$ cat config.mk
export PLATFORM = sky130hd
export DESIGN_NAME = fetch_queue_stage
export DESIGN_NICKNAME = d
export VERILOG_FILES = /design/src/rtl/fetch_queue_stage.sv
export SDC_FILE = /design/constraint.sdc
export NUM_CORES = 1
export LEC_CHECK = 0
export BUFFER_PORTS_ARGS = -buffer_cell sky130_fd_sc_hd__buf_2
export CORE_MARGIN = 2
export CORE_UTILIZATION = 50
export CTS_CLUSTER_SIZE = 24
export DETAILED_ROUTE_END_ITERATION = 8
export GPL_ROUTABILITY_DRIVEN = 0
export PLACE_DENSITY = 0.76
export SYNTH_ARGS = -nofsm -noshare
export SYNTH_HDL_FRONTEND = slang
export SYNTH_SLANG_ARGS = --single-unit
$ cat constraint.sdc
create_clock -name clk -period 9.1 [get_ports clk]
set_clock_uncertainty 0.05 [all_clocks]
set_input_delay 0.91 -clock clk [delete_from_list [all_inputs] [get_ports clk]]
set_output_delay 0.91 -clock clk [all_outputs]
set_load 0.02 [all_outputs]
$ cat src/rtl/fetch_queue_stage.sv
// fetch_queue_stage: instruction fetch stage with an in-order instruction queue.
//
// Issues in-order fetch requests on an SRAM-like bus, keeping at most
// MAX_OUTSTANDING accepted-but-unanswered requests in flight. Responses land
// in an IBUF_DEPTH-entry queue that feeds ID. A redirect (exception, ertn or
// resolved branch) flushes the queue. Responses still owed for requests that
// were issued before the redirect are counted in cancel_cnt and dropped when
// they arrive.
//
// Ports:
//   clk, reset                   clock, asynchronous active-high reset
//   inst_sram_*                  SRAM-like instruction bus (read-only use)
//   wb_ex / csr_ex_entry         exception redirect and target
//   ertn_flush / csr_ertn_entry  ertn redirect and target
//   br_taken / br_stall / br_target  branch redirect from ID; br_stall blocks
//                                issue and masks br_taken
//   ds_allowin                   ID can accept the head entry
//   fs2ds_valid / fs2ds_bus      head entry {adef, pc, inst}
//   fs_inflight                  live plus cancelled requests in flight
module fetch_queue_stage #(
   parameter logic [31:0] RESET_PC        = 32'h1c000000,
   parameter int unsigned IBUF_DEPTH      = 4,
   parameter int unsigned MAX_OUTSTANDING = 2
) (
   input  logic                                 clk,
   input  logic                                 reset,
   output logic                                 inst_sram_req,
   output logic                                 inst_sram_wr,
   output logic [1:0]                           inst_sram_size,
   output logic [3:0]                           inst_sram_wstrb,
   output logic [31:0]                          inst_sram_addr,
   output logic [31:0]                          inst_sram_wdata,
   input  logic                                 inst_sram_addr_ok,
   input  logic                                 inst_sram_data_ok,
   input  logic [31:0]                          inst_sram_rdata,
   input  logic                                 wb_ex,
   input  logic [31:0]                          csr_ex_entry,
   input  logic                                 ertn_flush,
   input  logic [31:0]                          csr_ertn_entry,
   input  logic                                 br_taken,
   input  logic                                 br_stall,
   input  logic [31:0]                          br_target,
   input  logic                                 ds_allowin,
   output logic                                 fs2ds_valid,
   output logic [64:0]                          fs2ds_bus,
   output logic [$clog2(MAX_OUTSTANDING+1)-1:0] fs_inflight
);

   localparam int unsigned PW = $clog2(IBUF_DEPTH);
   localparam int unsigned CW = $clog2(MAX_OUTSTANDING + 1);

   logic [31:0]   fetch_pc;
   logic          halt;
   logic [CW-1:0] cancel_cnt;
   // Pointers carry one extra MSB so full and empty are distinguishable.
   logic [PW:0]   head, fill, tail;

   logic [31:0]   q_pc     [IBUF_DEPTH];
   logic [31:0]   q_inst   [IBUF_DEPTH];
   logic          q_adef   [IBUF_DEPTH];
   logic          q_filled [IBUF_DEPTH];

   logic          flush;
   logic [31:0]   target;
   logic [PW:0]   count;
   logic [PW:0]   pending;
   logic          credit_ok;
   logic          can_fetch;
   logic          aligned;
   logic          alloc;
   logic          adef_alloc;
   logic          resp_live;
   logic          resp_cancel;
   logic          pop;
   logic [PW-1:0] head_idx, fill_idx, tail_idx;

   always_comb begin
      flush     = wb_ex | ertn_flush | (br_taken & ~br_stall);
      target    = wb_ex ? csr_ex_entry : (ertn_flush ? csr_ertn_entry : br_target);
      count     = tail - head;
      pending   = tail - fill;
      head_idx  = head[PW-1:0];
      fill_idx  = fill[PW-1:0];
      tail_idx  = tail[PW-1:0];
      credit_ok = (32'(pending) + 32'(cancel_cnt)) < MAX_OUTSTANDING;
      can_fetch = ~flush & ~br_stall & ~halt & (32'(count) < IBUF_DEPTH) & credit_ok;
      aligned   = (fetch_pc[1:0] == 2'b00);

      inst_sram_req   = can_fetch & aligned & ~reset;
      inst_sram_addr  = inst_sram_req ? fetch_pc : 32'h0;
      inst_sram_wr    = 1'b0;
      inst_sram_size  = 2'b10;
      inst_sram_wstrb = 4'h0;
      inst_sram_wdata = 32'h0;

      alloc       = inst_sram_req & inst_sram_addr_ok;
      // Misaligned PC becomes a filled adef entry; waiting for pending == 0
      // keeps fill pointing past it so responses never overwrite it.
      adef_alloc  = can_fetch & ~aligned & (pending == '0);
      resp_live   = inst_sram_data_ok & (cancel_cnt == '0) & (fill != tail) & ~flush;
      resp_cancel = inst_sram_data_ok & (cancel_cnt != '0) & ~flush;

      fs2ds_valid = q_filled[head_idx] & (count != '0) & ~flush;
      fs2ds_bus   = {q_adef[head_idx], q_pc[head_idx], q_inst[head_idx]};
      pop         = fs2ds_valid & ds_allowin;
      fs_inflight = CW'(pending) + cancel_cnt;
   end

   always_ff @(posedge clk or posedge reset) begin
      if (reset) begin
         fetch_pc   <= RESET_PC;
         halt       <= 1'b0;
         cancel_cnt <= '0;
         head       <= '0;
         fill       <= '0;
         tail       <= '0;
         for (int i = 0; i < IBUF_DEPTH; i++) begin
            q_pc[i]     <= 32'h0;
            q_inst[i]   <= 32'h0;
            q_adef[i]   <= 1'b0;
            q_filled[i] <= 1'b0;
         end
      end else if (flush) begin
         fetch_pc   <= target;
         halt       <= 1'b0;
         head       <= '0;
         fill       <= '0;
         tail       <= '0;
         // Every unanswered request becomes a cancelled one; a response in
         // this cycle retires one of them.
         cancel_cnt <= cancel_cnt + CW'(pending) - CW'(inst_sram_data_ok);
      end else begin
         if (alloc) begin
            q_pc[tail_idx]     <= fetch_pc;
            q_adef[tail_idx]   <= 1'b0;
            q_filled[tail_idx] <= 1'b0;
            tail               <= tail + 1'b1;
            fetch_pc           <= fetch_pc + 32'd4;
         end else if (adef_alloc) begin
            q_pc[tail_idx]     <= fetch_pc;
            q_inst[tail_idx]   <= 32'h0;
            q_adef[tail_idx]   <= 1'b1;
            q_filled[tail_idx] <= 1'b1;
            tail               <= tail + 1'b1;
            fill               <= fill + 1'b1;
            halt               <= 1'b1;
         end
         if (resp_live) begin
            q_inst[fill_idx]   <= inst_sram_rdata;
            q_filled[fill_idx] <= 1'b1;
            fill               <= fill + 1'b1;
         end
         if (resp_cancel) begin
            cancel_cnt <= cancel_cnt - 1'b1;
         end
         if (pop) begin
            head <= head + 1'b1;
         end
      end
   end

   // A response with nothing cancelled and no allocated unfilled slot means
   // the bus answered a request that was never accepted.
   a_no_orphan_resp: assert property (@(posedge clk) disable iff (reset)
      !(inst_sram_data_ok && (cancel_cnt == '0) && (fill == tail)));

endmodule
==> impl_metrics.yaml, run 1 <==
global_route:
  grt_pass1_wl_um: 61300
  grt.total_usage_pct: 24.8
  number_of_global_route_vias_before_repair: 11270
  antenna_found_initial: 3
  largest_net_degree_at_the_start_of_global_routing: 83
  grt_overflow: 0
critical_path:
  worst_setup_path_start_kind: "register"
  critical_path.endpoint_type: "primary output"
  max_stage_delay_ns: 0.97
  arrival_ns: 4.96
  path_cells: "inv_1 > ha_1 > inv_1 > fa_1 > inv_1 > fa_1 > nor3b_1 > nand3_1 > nor2_1 > and3_1 > and2_1 > buf_2"
  critPathMaxFanout: 31
  path_class: "reg -> out"
  critical_path.slowest_cell: "and3_1"
  critical_path_required_ns: 8.14
  critPathMostFrequentCell: "inv_1"
sta:
  final_critical_period_ns: 5.92
  final_clock_period_utilization_by_the_worst_path_pct: 65.0
  rsz0062_at_grt: "no"
  timing.slew.headroom_pct: 19.8
  final-max-slew-violation-count: 0
  final_report_hold_violation_count: 0
  tns_ns: 0
  max_freq_ghz: 0.169
  timing.final.setup_violations: 0
  worst_max_slew_pin_slew_ns: 1.17
synthesis:
  syn_inst: 1188
  synthesis.area_per_instance_um2: 12.8
  synth-warning-count: 0
  yosysSeqAreaShare_pct: 50.5
  area_of_the_mapped_netlist_mm2: 0.0153
  synth_top_area_share_pct: 50.0
  ranking_of_synthesized_cells_by_area: "dfrtp_1, mux4_2, mux2_2"
  yosysUniqueCellTypes: 58
  yosys-top-cells-count: "dfrtp_1, mux2_2, a22o_1, mux4_2, clkbuf_1"
  asyncSetResetFlopFracSynth_pct: 100
  synth-main-ff-cell: "dfrtp_1"
  post-synth-top-area-cell: "dfrtp_1"
  post_synth_edffs: 0
  post_synthesis_sequential_element_count: 308
  post-synth-top-count-cell: "dfrtp_1"
routing:
  vias: 10822
  met3_length_um: 2760
  routed_wirelength_um: 38900
  drt_iter0_markers: 869
  detailroute.wirelength.met2_um: 18900
  drt.antenna.violating_nets: 0
  vias_per_inst: 6.03
  router_iterations_before_antenna_repair: 5
  wl_met1_um: 16500
  route.detailed.drc: 0
  detail_route.wl_per_cell_um: 21.7
  maxUsedRoutingLayer: "met5"
placement:
  place.detailed.hpwl_um: 25200
  numPortBuffers: 235
  post-place-cells: 1732
pwr:
  p_per_area_mw_per_mm2: 190
  total_leakage_power_uw: 0.00867
  vdd_ir_drop_max_mv: 0.113
die:
  floorplan.die.width_um: 179
  floorplan.die.height_um: 179
  io-pin-count: 277
  core.rowCount: 63
  die_area_mm2: 0.0319
  floorplan.initialDensity_pct: 51.1
  placeableCoreArea_mm2: 0.0299
layout:
  final_net_count: 1536
  area.sequential_mm2: 0.00772
  utilization_pct: 59.4
  layout-drive-gt1-share_pct: 37.2
  area.growth.synth_to_final_pct: 16.3
  area_used_by_multi_input_combinational_logic_mm2: 0.00696
  n_fill_cell: 2358
  final_cells: 1795
status:
  status: "finished, final reports clean"
clocking:
  worstSkewPairLatency_ns: 0.51
  tritoncts_clock_tree: "done"
  cts-hold-fix-buffers: 0
  postCtsSetupRepairBufs: 0
  clkSlewWorstSetupHoldPaths_ns: 0.06
  tritoncts.num_buffers: 35
  post_cts_resize_count: 0
  tritoncts_num_sinks: 308
  cts_max_path_buffers: 3
  ctsHtreeMaxLevel: 2
  clock_tree.root_cell: "clkbuf_16"
min_path:
  min_path_type: "reg -> reg"
job:
  max_cap_violations: 0
[placed cells by master, fill, tap and decap left out, types with 4 or more instances in the layout]
cell type | netlist | final
a22o_1 | 128 | 128
clkbuf_8 | 0 | 9
clkbuf_1 | 58 | 9
a211oi_1 | 22 | 22
nand3_1 | 27 | 27
or3_1 | 5 | 5
xor2_1 | 4 | 4
mux2i_1 | 40 | 40
mux2_2 | 130 | 130
and4_1 | 7 | 7
mux4_2 | 66 | 66
a31oi_4 | 0 | 4
o21ai_0 | 21 | 21
nor3_1 | 5 | 5
clkbuf_16 | 0 | 36
buf_4 | 41 | 21
buf_2 | 16 | 235
o22ai_1 | 4 | 4
ha_1 | 17 | 17
nor4_1 | 9 | 9
inv_1 | 22 | 21
dfrtp_1 | 305 | 303
xnor2_1 | 14 | 14
a31oi_1 | 12 | 8
or4_1 | 7 | 7
and3_1 | 17 | 17
nand4_1 | 10 | 10
conb_1 | 2 | 41
a21oi_1 | 23 | 23
nor2_1 | 42 | 42
nand2_1 | 39 | 39
and2_1 | 33 | 32
[logic make-up (layout without fill, tap and decap cells)]
family          count (synthesis)  after routing  share of synthesized area (%)
compound gates                225            225                           11.5
xor+xnor                       20             20                           1.33
fa+ha+maj                      20             20                           1.79
buf+inv                       163            339                           5.30
flops                         308            308                           50.5
mux                           237            237                           22.0
other cells                     2             43                         0.0492
simple gates                  213            213                           7.50
[worst max-delay path: cells and delay by family (launching register included)]
kind	cells	cell delay (ns)
buffers and inverters	4	0.45
AND/OR/NAND/NOR	5	2.29
flip-flops	1	0.41
adder cells (fa/ha/maj)	3	1.30
[through the flow]
stage | setup slack (ns) | power (uW) | cell area [um2] | hold WS, ns
after detailed placement | 3.81 | 1980 | 16600 | 0.423
after floorplan | 1.55 | 1820 | 15400 | 0.401
after global routing | 2.87 | 3490 | 17800 | 0.456
after global placement | 3.99 | 1970 | 16600 | 0.412
after CTS | 3.21 | 3390 | 17700 | 0.436
final | 3.18 | 3370 | 17800 | 0.434
[worst paths after layout]
path | startpoint | slack, ns | depth (start not counted) | to
worst max-delay path | tail[0]$_DFFE_PP0P_ | 3.18 | 12 | inst_sram_addr[19]
worst min-delay path | q_pc[21]$_DFFE_PP0P_ | 0.43 | 1 | q_pc[21]$_DFFE_PP0P_
worst max register to register | tail[0]$_DFFE_PP0P_ | 4.48 | 12 | q_pc[70]$_DFFE_PP0P_
worst min register to register | q_pc[21]$_DFFE_PP0P_ | 0.43 | 1 | q_pc[21]$_DFFE_PP0P_
max in group asynchronous | reset | 6.19 | 4 | q_pc[119]$_DFFE_PP0P_
min in group asynchronous | reset | 0.45 | 2 | q_pc[40]$_DFFE_PP0P_
[power breakdown]
group          total, uW  switching (uW)  internal, uW
logic                447             263           184
clock network       1410             550           858
registers           1510            76.6          1440
total               3370             889          2480
[layout make-up]
type,count,share of cell area [%]
well taps,390,2.75
inverters,22,0.486
multi-input cells,756,39.2
flip-flops and latches,308,43.5
clock inverters,7,0.578
repair buffers,256,7.51
diodes,2,0.0282
clock buffers,54,5.96
[routing by layer]
metal  global-route usage, %  up-vias
met3                    4.98       58
li1                        -     4749
met5                       0        -
met1                    33.6     5566
met2                    40.9      447
met4                    6.61        2
[sequential cells by signal (all words and copies together) (netlist names), named ones only]
name / cells
head: 3
tail: 3
q_pc: 128
cancel_cnt: 2
halt: 1
q_inst: 128
fill: 3
q_filled: 4
fetch_pc: 32
Note: power is estimated with default switching activity, not from simulation.
==> run 2: changes to the inputs <==
==> constraint.sdc (replaced) <==
create_clock -name clk -period 5.2 [get_ports clk]
set_clock_uncertainty 0.05 [all_clocks]
set_input_delay 0.52 -clock clk [delete_from_list [all_inputs] [get_ports clk]]
set_output_delay 0.52 -clock clk [all_outputs]
set_load 0.02 [all_outputs]
==> run 2 against run 1 <==
Effect of this change:
- sequential share of layout area is 0.54 points lower
- critical path depth is 2 higher
- final cell count is 0.28% higher
- sequential cell count stayed put
- worst hold slack worse by 0.19 ns
- sequential power is 75% higher
- highest routed layer is now met4
==> impl_metrics.yaml, run 2 (synthesized netlist as in run 1, its figures left out) <==
sta:
  final-max-slew-violation-count: 0
  max_freq_ghz: 0.209
  final_report_hold_violation_count: 0
  tns_ns: 0
  rsz0062_at_grt: "no"
  setup_ws_ns: 0.421
  timing.slew.headroom_pct: 25.4
  worst_hold_margin_ns: 0.239
  worst_max_slew_pin_slew_ns: 1.12
  final_critical_period_ns: 4.78
  timing.final.setup_violations: 0
  final_clock_period_utilization_by_the_worst_path_pct: 91.9
clocking:
  tritoncts_num_sinks: 308
  ctsHtreeMaxLevel: 2
  tritoncts_clock_tree: "done"
  worstSkewPairLatency_ns: 0.51
  clock_tree.root_cell: "clkbuf_16"
  cts-hold-fix-buffers: 0
  clkSlewWorstSetupHoldPaths_ns: 0.06
  tritoncts.num_buffers: 34
  cts_max_path_buffers: 3
  postCtsSetupRepairBufs: 0
  post_cts_resize_count: 0
pwr:
  seq_power_share_pct: 43.4
  sum_of_internal_switching_and_leakage_power_uw: 6110
  p_per_area_mw_per_mm2: 340
  power.internal_uw: 4530
  p_switching_uw: 1580
  total_leakage_power_uw: 0.00878
  clock_power_share_pct: 43.8
  vdd_ir_drop_max_mv: 0.194
  comb_power_share_pct: 12.9
  swShare_pct: 25.8
placement:
  placed_cell_area_mm2: 0.0167
  dp_slack_ns: 0.966
  numPortBuffers: 235
  place.detailed.hpwl_um: 25200
layout:
  area.growth.synth_to_final_pct: 17.8
  n_fill_cell: 2301
  final_common_cell: "dfrtp_1"
  layout-drive-gt1-share_pct: 40.0
  final_area_mm2: 0.0180
  largestRegisters: "q_inst: 128 flops, q_pc: 128 flops, fetch_pc: 32 flops"
  final_cell_mix: "dfrtp_1, buf_2, mux2_2, a22o_1, mux4_2"
  area.sequential_mm2: 0.00772
  final_net_count: 1540
  area_used_by_multi_input_combinational_logic_mm2: 0.00705
routing:
  wl_met1_um: 16400
  router_iterations_before_antenna_repair: 6
  routed_wirelength_um: 39100
  met3_length_um: 2670
  drt_iter0_markers: 853
  vias_per_inst: 6.07
  vias: 10918
  route.detailed.drc: 0
  detailroute.wirelength.met2_um: 19300
  maxUsedRoutingLayer: "met4"
  detail_route.wl_per_cell_um: 21.7
  drt.antenna.violating_nets: 0
critical_path:
  rrSetupSlack_ns: 0.90
  critPathMaxFanout: 17
  arrival_ns: 4.21
  worst_setup_path_start_kind: "register"
  critical_path_required_ns: 4.63
  critical_path.endpoint_type: "primary output"
  path_class: "reg -> out"
global_route:
  largest_net_degree_at_the_start_of_global_routing: 168
  antenna_found_initial: 1
  number_of_global_route_vias_before_repair: 10957
  grt_overflow: 0
  grt_pass1_wl_um: 61900
  grt.total_usage_pct: 25.0
die:
  floorplan.die.width_um: 179
  floorplan.die.height_um: 179
  core.rowCount: 63
  die_area_mm2: 0.0319
  io-pin-count: 277
  floorplan.initialDensity_pct: 51.1
  placeableCoreArea_mm2: 0.0299
job:
  max_cap_violations: 0
min_path:
  min_path_type: "in -> reg"
status:
  status: "finished, final reports clean"
==> run 2: power by group through the flow <==
stage                     sequential, uW  combinational [uW]  clock, uW
after CTS                           2650                 792       2710
after global routing                2670                 855       2800
after global placement              2680                 767          0
after detailed placement            2690                 785          0
after floorplan                     2620                 580          0
final                               2650                 787       2670
==> run 2: through the flow <==
stage          util [%]  instances
6_report           60.2       1800
3_5_place_dp       56.0       1737
2_1_floorplan         -       1227
3_3_place_gp       56.0       1737
5_1_grt            60.2       1797
4_1_cts            60.2       1797
==> run 2: metal layers <==
layer / vias up / GRT usage [%]
met3: 73 / 3.99
li1: 4765 / -
met4: 0 / 6.67
met1: 5622 / 34.7
met5: - / 0
met2: 458 / 41.4
==> run 2: path summary, 6_finish.rpt <==
check	endpoint	depth (start not counted)	from
min reg2reg	q_inst[10]$_DFFE_PP0P_	1	q_inst[10]$_DFFE_PP0P_
min	fetch_pc[12]$_DFFE_PP0P_	3	csr_ex_entry[12]
min in group asynchronous	fetch_pc[6]$_DFFE_PP0P_	3	reset
max	inst_sram_addr[8]	14	tail[0]$_DFFE_PP0P_
max reg2reg	q_inst[108]$_DFFE_PP0P_	11	tail[0]$_DFFE_PP0P_
max in group asynchronous	q_inst[60]$_DFFE_PP0P_	4	reset
==> run 2: final cells by class <==
type | instances | share of cell area (%)
Clock buffer | 42 | 5.24
Multi-Input combinational cell | 756 | 39.2
Sequential cell | 308 | 42.9
Tap cell | 390 | 2.71
Antenna cell | 3 | 0.0418
Clock inverter | 18 | 1.71
Timing Repair Buffer | 261 | 7.70
Inverter | 22 | 0.480
==> run 2: critical path, cell delays in order, from the launching register on <==
cell and delay (ns):
dfrtp_1 0.42, inv_1 0.15, ha_1 0.16, inv_1 0.04, fa_1 0.56, inv_1 0.08
fa_1 0.57, nor3b_1 0.38, nand3_1 0.12, buf_4 0.21, nor2_1 0.14, and3_1 0.25
buf_4 0.28, and2_4 0.19, buf_2 0.15
